===== src/rtl/downstream_cancel_tracker_pkg.sv =====
// cache_def: shared state and mode types for the downstream cancel tracker.
package cache_def;

    typedef enum logic [2:0] {INIT, IDLE, URD, UWR, QRD} tracker_state_e;

    typedef enum logic {MODE_OVERWRITE = 1'b0, MODE_ACCUM = 1'b1} tracker_mode_e;

endpackage


===== src/rtl/dm_ram_param.sv =====
// dm_ram_param: synchronous single-port RAM with registered read data.
module dm_ram_param #(
    parameter int DEPTH  = 32,
    parameter int WIDTH  = 16,
    parameter int ADDR_W = $clog2(DEPTH)
) (
    input  logic              clk,
    input  logic              we,
    input  logic [ADDR_W-1:0] addr,
    input  logic [WIDTH-1:0]  wdata,
    output logic [WIDTH-1:0]  rdata
);

    logic [WIDTH-1:0] mem [DEPTH];

    always_ff @(posedge clk) begin
        if (we) mem[addr] <= wdata;
        rdata <= mem[addr];
    end

endmodule


===== src/rtl/downstream_cancel_tracker.sv =====
// downstream_cancel_tracker: per-client cancelled-amount table with update/query ports,
// duplicate suppression and a zeroing sweep after reset.
module downstream_cancel_tracker
    import cache_def::*;
#(
    parameter int NUM_CLIENTS = 32,
    parameter int CLIENT_W    = $clog2(NUM_CLIENTS),
    parameter int AMOUNT_W    = 16,
    parameter int CNT_W       = 16
) (
    input  logic                clk,
    input  logic                rst_n,
    input  logic                upd_valid,
    output logic                upd_ready,
    input  logic [CLIENT_W-1:0] upd_client,
    input  logic [AMOUNT_W-1:0] upd_amount,
    input  logic                upd_mode,
    input  logic                qry_valid,
    output logic                qry_ready,
    input  logic [CLIENT_W-1:0] qry_client,
    output logic                rsp_valid,
    output logic [CLIENT_W-1:0] rsp_client,
    output logic [AMOUNT_W-1:0] rsp_amount,
    output logic                err_pulse,
    output logic [CNT_W-1:0]    dup_cnt,
    output logic                init_done
);

    typedef struct packed {
        logic [CLIENT_W-1:0] client;
        logic [AMOUNT_W-1:0] amount;
        tracker_mode_e       mode;
    } upd_req_t;

    localparam logic [CLIENT_W-1:0] LAST  = CLIENT_W'(NUM_CLIENTS - 1);
    localparam logic [CLIENT_W:0]   NUM_W = (CLIENT_W + 1)'(NUM_CLIENTS);

    tracker_state_e      state, state_nx;
    upd_req_t            req;
    logic                last_valid;
    logic [CLIENT_W-1:0] last_client, idx, addr;
    logic [AMOUNT_W-1:0] last_amount, rdata, wdata;
    logic [AMOUNT_W:0]   sum;
    logic                we, upd_fire, qry_fire, upd_oor, qry_oor, dup;

    assign upd_ready = state == IDLE;
    assign qry_ready = state == IDLE && !upd_valid;
    assign upd_fire  = upd_valid && upd_ready;
    assign qry_fire  = qry_valid && qry_ready;
    assign upd_oor   = {1'b0, upd_client} >= NUM_W;
    assign qry_oor   = {1'b0, qry_client} >= NUM_W;
    assign dup       = !upd_mode && last_valid && upd_client == last_client && upd_amount == last_amount;

    // Queries read straight from the port in IDLE so the data is registered by the end of QRD.
    assign addr  = state == INIT ? idx : state == IDLE ? qry_client : req.client;
    assign we    = state == INIT || state == UWR;
    assign sum   = {1'b0, rdata} + {1'b0, req.amount};
    assign wdata = state == INIT ? '0
                 : req.mode == MODE_ACCUM ? (sum[AMOUNT_W] ? '1 : sum[AMOUNT_W-1:0])
                 : req.amount;

    always_comb begin
        state_nx = state;
        case (state)
            INIT:    if (idx == LAST) state_nx = IDLE;
            IDLE:    state_nx = upd_fire ? (upd_oor || dup ? IDLE : URD) : qry_fire && !qry_oor ? QRD : IDLE;
            URD:     state_nx = UWR;
            default: state_nx = IDLE;
        endcase
    end

    always_ff @(posedge clk or negedge rst_n) begin
        if (!rst_n) begin
            state       <= INIT;
            idx         <= '0;
            req         <= '0;
            last_valid  <= 1'b0;
            last_client <= '0;
            last_amount <= '0;
            dup_cnt     <= '0;
            err_pulse   <= 1'b0;
            rsp_valid   <= 1'b0;
            rsp_client  <= '0;
            rsp_amount  <= '0;
            init_done   <= 1'b0;
        end else begin
            state     <= state_nx;
            err_pulse <= (upd_fire && upd_oor) || (qry_fire && qry_oor);
            rsp_valid <= state == QRD;
            if (state == QRD) begin
                rsp_client <= req.client;
                rsp_amount <= rdata;
            end
            if (state == INIT) begin
                idx <= idx + 1'b1;
                if (idx == LAST) init_done <= 1'b1;
            end
            if (upd_fire && !upd_oor) begin
                if (dup) begin
                    dup_cnt <= &dup_cnt ? dup_cnt : dup_cnt + 1'b1;
                end else begin
                    req         <= '{client: upd_client, amount: upd_amount, mode: tracker_mode_e'(upd_mode)};
                    last_valid  <= 1'b1;
                    last_client <= upd_client;
                    last_amount <= upd_amount;
                end
            end
            if (qry_fire) req.client <= qry_client;
        end
    end

    dm_ram_param #(.DEPTH(NUM_CLIENTS), .WIDTH(AMOUNT_W), .ADDR_W(CLIENT_W)) u_ram (
        .clk   (clk),
        .we    (we),
        .addr  (addr),
        .wdata (wdata),
        .rdata (rdata)
    );

endmodule


===== config.mk =====
export PLATFORM = sky130hd
export DESIGN_NAME = downstream_cancel_tracker
export DESIGN_NICKNAME = d
export VERILOG_FILES = /design/src/rtl/downstream_cancel_tracker_pkg.sv /design/src/rtl/dm_ram_param.sv /design/src/rtl/downstream_cancel_tracker.sv
export SDC_FILE = /design/constraint.sdc
export NUM_CORES = 1
export LEC_CHECK = 0
export CORE_MARGIN = 8
export CORE_UTILIZATION = 50
export CTS_CLUSTER_DIAMETER = 200
export DETAILED_ROUTE_END_ITERATION = 8
export PLACE_DENSITY_LB_ADDON = 0.05
export SETUP_SLACK_MARGIN = 0.4
export SYNTH_ARGS = -nofsm -noshare
export SYNTH_HDL_FRONTEND = slang
export SYNTH_SLANG_ARGS = --single-unit

===== constraint.sdc =====
create_clock -name clk -period 4.69 [get_ports clk]
set_input_delay 1.407 -clock clk [delete_from_list [all_inputs] [get_ports clk]]
set_output_delay 1.407 -clock clk [all_outputs]
set_load 0.01 [all_outputs]

==> impl_metrics.yaml <==
logic_synthesis:
  netlist.area_leader.share: 0.6435
  ys_warn_count: 0
  ys.flop_type: "edfxtp_1"
  yosys_register_bits: 603
  yosys.area.top_type: "edfxtp_1"
  synth.avg_cell_area_um2: 19.27
  ys_top_cells_by_area: "edfxtp_1, mux4_2, dfrtp_1"
  synth_fp_nets: 1291
  syn_area_um2: 23890
  synth_cell_types: 56
  synth_edf_count: 512
  syn_inst: 1240
  ys_seq_area_frac: 0.7354
  async_reset_ff_frac: 0.1244
clock_network:
  cts_tree: "yes"
  clk_latency_ns: 0.62
  cts_buffers: 61
  path_clk_slew_ns: 0.06
  cts-resized-gates: 0
  cts.sinks: 603
  cts_buffer_depth: 3
  hold_buffers: 0
  cts_root_buf: "clkbuf_16"
  cts_setup_buffers: 0
  cts_max_level: 2
cells_and_area:
  num_antenna_cells: 0
  num-nets-final: 1454
  syn2layout_area_growth_pct: 16.87
  multi_input_comb_area_um2: 6101
  ff_latch_area_um2: 17570
  nFillCells: 3574
  final_layout_size_suffix_gt1_frac: 0.2564
sta:
  max_freq_mhz: 248.2
  fin_crit_sh: 0.8590
  tns_ns: 0
  hold_ws_ns: 0.4662
  finalHoldViolations: 0
  max-slew-margin-rel: 0.2215
  min_period_ns: 4.028
  finalClockSkew_ns: 0.01647
  grt_setup_unrepaired: "no"
  setup_viol: 0
  worstMarginPinSlew_ns: 1.168
  maxSlewViolCount: 0
routing:
  firstDrtPassIters: 5
  num_vias: 12475
  drt-initial-drc-count: 1049
  viasPerCell: 6.027
  drc: 0
  wirelength_mm: 56.46
  routedWlPerCell_um: 27.27
  ant_nets: 0
global_route:
  grt_usage: 0.2040
  grt_pass1_vias: 12844
  antenna_found_initial: 1
  grt-ovfl-total: 0
  grt_pass1_wl_mm: 84.88
  grt_max_degree: 76
critical_path:
  crit_type: "in2out"
  critPathRequiredTime_ns: 3.28
  worst_setup_path_start_kind: "primary input"
  end_kind: "output pin"
  arrival_ns: 2.62
  worstPathMaxFanout: 4
floorplanning:
  die_w_um: 234.6
  rows: 80
  dieArea_um2: 55040
  start_util: 0.5036
  fp.coreArea_um2: 47450
  die_h_um: 234.6
  ioPinCount: 73
power_and_ir_drop:
  powerDensity_nw_per_um2: 810.5
  power_uw: 22630
  irDropWorstVdd_v: 0.0004893
  p_leak_uw: 0.009424
job:
  drv_cap: 0
outcome:
  outcome: "finished, final reports clean"
placement:
  place_congestion: 0.8647
  dp_hpwl_mm: 36.05
  io_buffers: 71
worst_hold_path:
  worstHoldPathType: "reg2reg"
-- power by group --
group	total (uW)	internal, uW	leakage [uW]	switching [uW]
clock network	4860	2860	0.000987	2000
registers	8760	8260	0.00573	493
logic	9020	3490	0.00271	5530
total	22600	14600	0.00942	8020
-- routing by layer --
metal	vias to the layer above	GRT usage	part of all wire
met2	438	0.3285	0.48
li1	5394	-	-
met4	0	0.04815	0.019
met1	6556	0.2883	0.44
met5	-	0	0
met3	87	0.03780	0.064
-- worst max-delay path, cell delays in order --
cell	delay [ns]
clkdlybuf4s50_1	0.47
nor2b_1	0.18
clkdlybuf4s50_1	0.56
-- flip-flops by register name, summed over array words and instances, names as in the netlist --
name	flops
init_done	1
u_ram.rdata	16
u_ram.mem	512
state	3
last_client	5
idx	5
last_valid	1
rsp_valid	1
rsp_client	5
dup_cnt	16
rsp_amount	16
req	22
-- synthesized netlist by cell type, types with 6 or more instances --
cell type  instances
dfxtp_1           16
a21oi_1           27
xnor2_1           44
mux2_2            39
nand2_1           36
a21o_1            13
inv_1             12
a22oi_1           64
ha_1              19
nor2_1            58
nand3_1           19
nand4_1           27
mux4_2           128
o21ai_0           23
clkbuf_1           8
dfrtp_1           75
edfxtp_1         512
xor2_1             6
buf_2             36
-- through the flow --
stage,worst slack [ns],util,std cells,area [um2]
4_1_cts,0.6449,0.5886,2070,27930
3_5_place_dp,0.5692,0.5461,1955,25910
2_1_floorplan,1.292,-,1240,23890
3_3_place_gp,0.5457,0.5461,1955,25910
6_report,0.6615,0.5886,2070,27930
5_1_grt,0.5747,0.5886,2070,27930
-- layout make-up --
class	count	area share
Sequential cell	603	0.6292
Timing Repair Buffer	153	0.05099
Clock buffer	77	0.05905
Clock inverter	38	0.01308
Tap cell	615	0.02756
Inverter	12	0.001613
Multi-Input combinational cell	572	0.2185
-- final timing paths --
kind	slack, ns	cells after the start	start	end
worst max-delay path	0.66	3	upd_valid	qry_ready
worst min-delay path	0.47	1	init_done$_DFFE_PN0P_	init_done$_DFFE_PN0P_
worst max register to register	1.24	9	req[1]$_DFFE_PN0N_	u_ram.mem[28][6]$_DFFE_PP_
worst min register to register	0.47	1	init_done$_DFFE_PN0P_	init_done$_DFFE_PN0P_
max in group asynchronous	3.12	1	rst_n	dup_cnt[0]$_DFFE_PN0P_
min in group asynchronous	0.93	1	rst_n	req[5]$_DFFE_PN0N_
-- kinds of logic after synthesis --
logic type	count (synthesis)	share of synthesized area
fa+ha+maj	20	0.01079
xor+xnor	50	0.01833
flops	603	0.7354
other cells	1	0.0001569
compound gates	155	0.04509
buf+inv	65	0.01320
simple gates	174	0.03592
mux	172	0.1411
-- cell usage in the layout (no fill, tap or decap), drive strengths merged, types with 6 or more instances in the layout --
master / synthesis / layout
a21o: 13 / 13
a21oi: 29 / 29
a22oi: 64 / 64
a31oi: 6 / 6
buf: 45 / 83
bufinv: 0 / 7
clkbuf: 8 / 77
clkdlybuf4s50: 0 / 70
clkinv: 0 / 26
dfrtp: 75 / 75
dfxtp: 16 / 16
edfxtp: 512 / 512
ha: 19 / 19
inv: 12 / 14
mux2: 39 / 39
mux4: 128 / 128
nand2: 36 / 36
nand3: 19 / 19
nand4: 27 / 27
nor2: 60 / 60
nor3: 8 / 8
o21ai: 25 / 25
xnor2: 44 / 44
xor2: 6 / 6
Note: power is estimated with default switching activity, not from simulation.
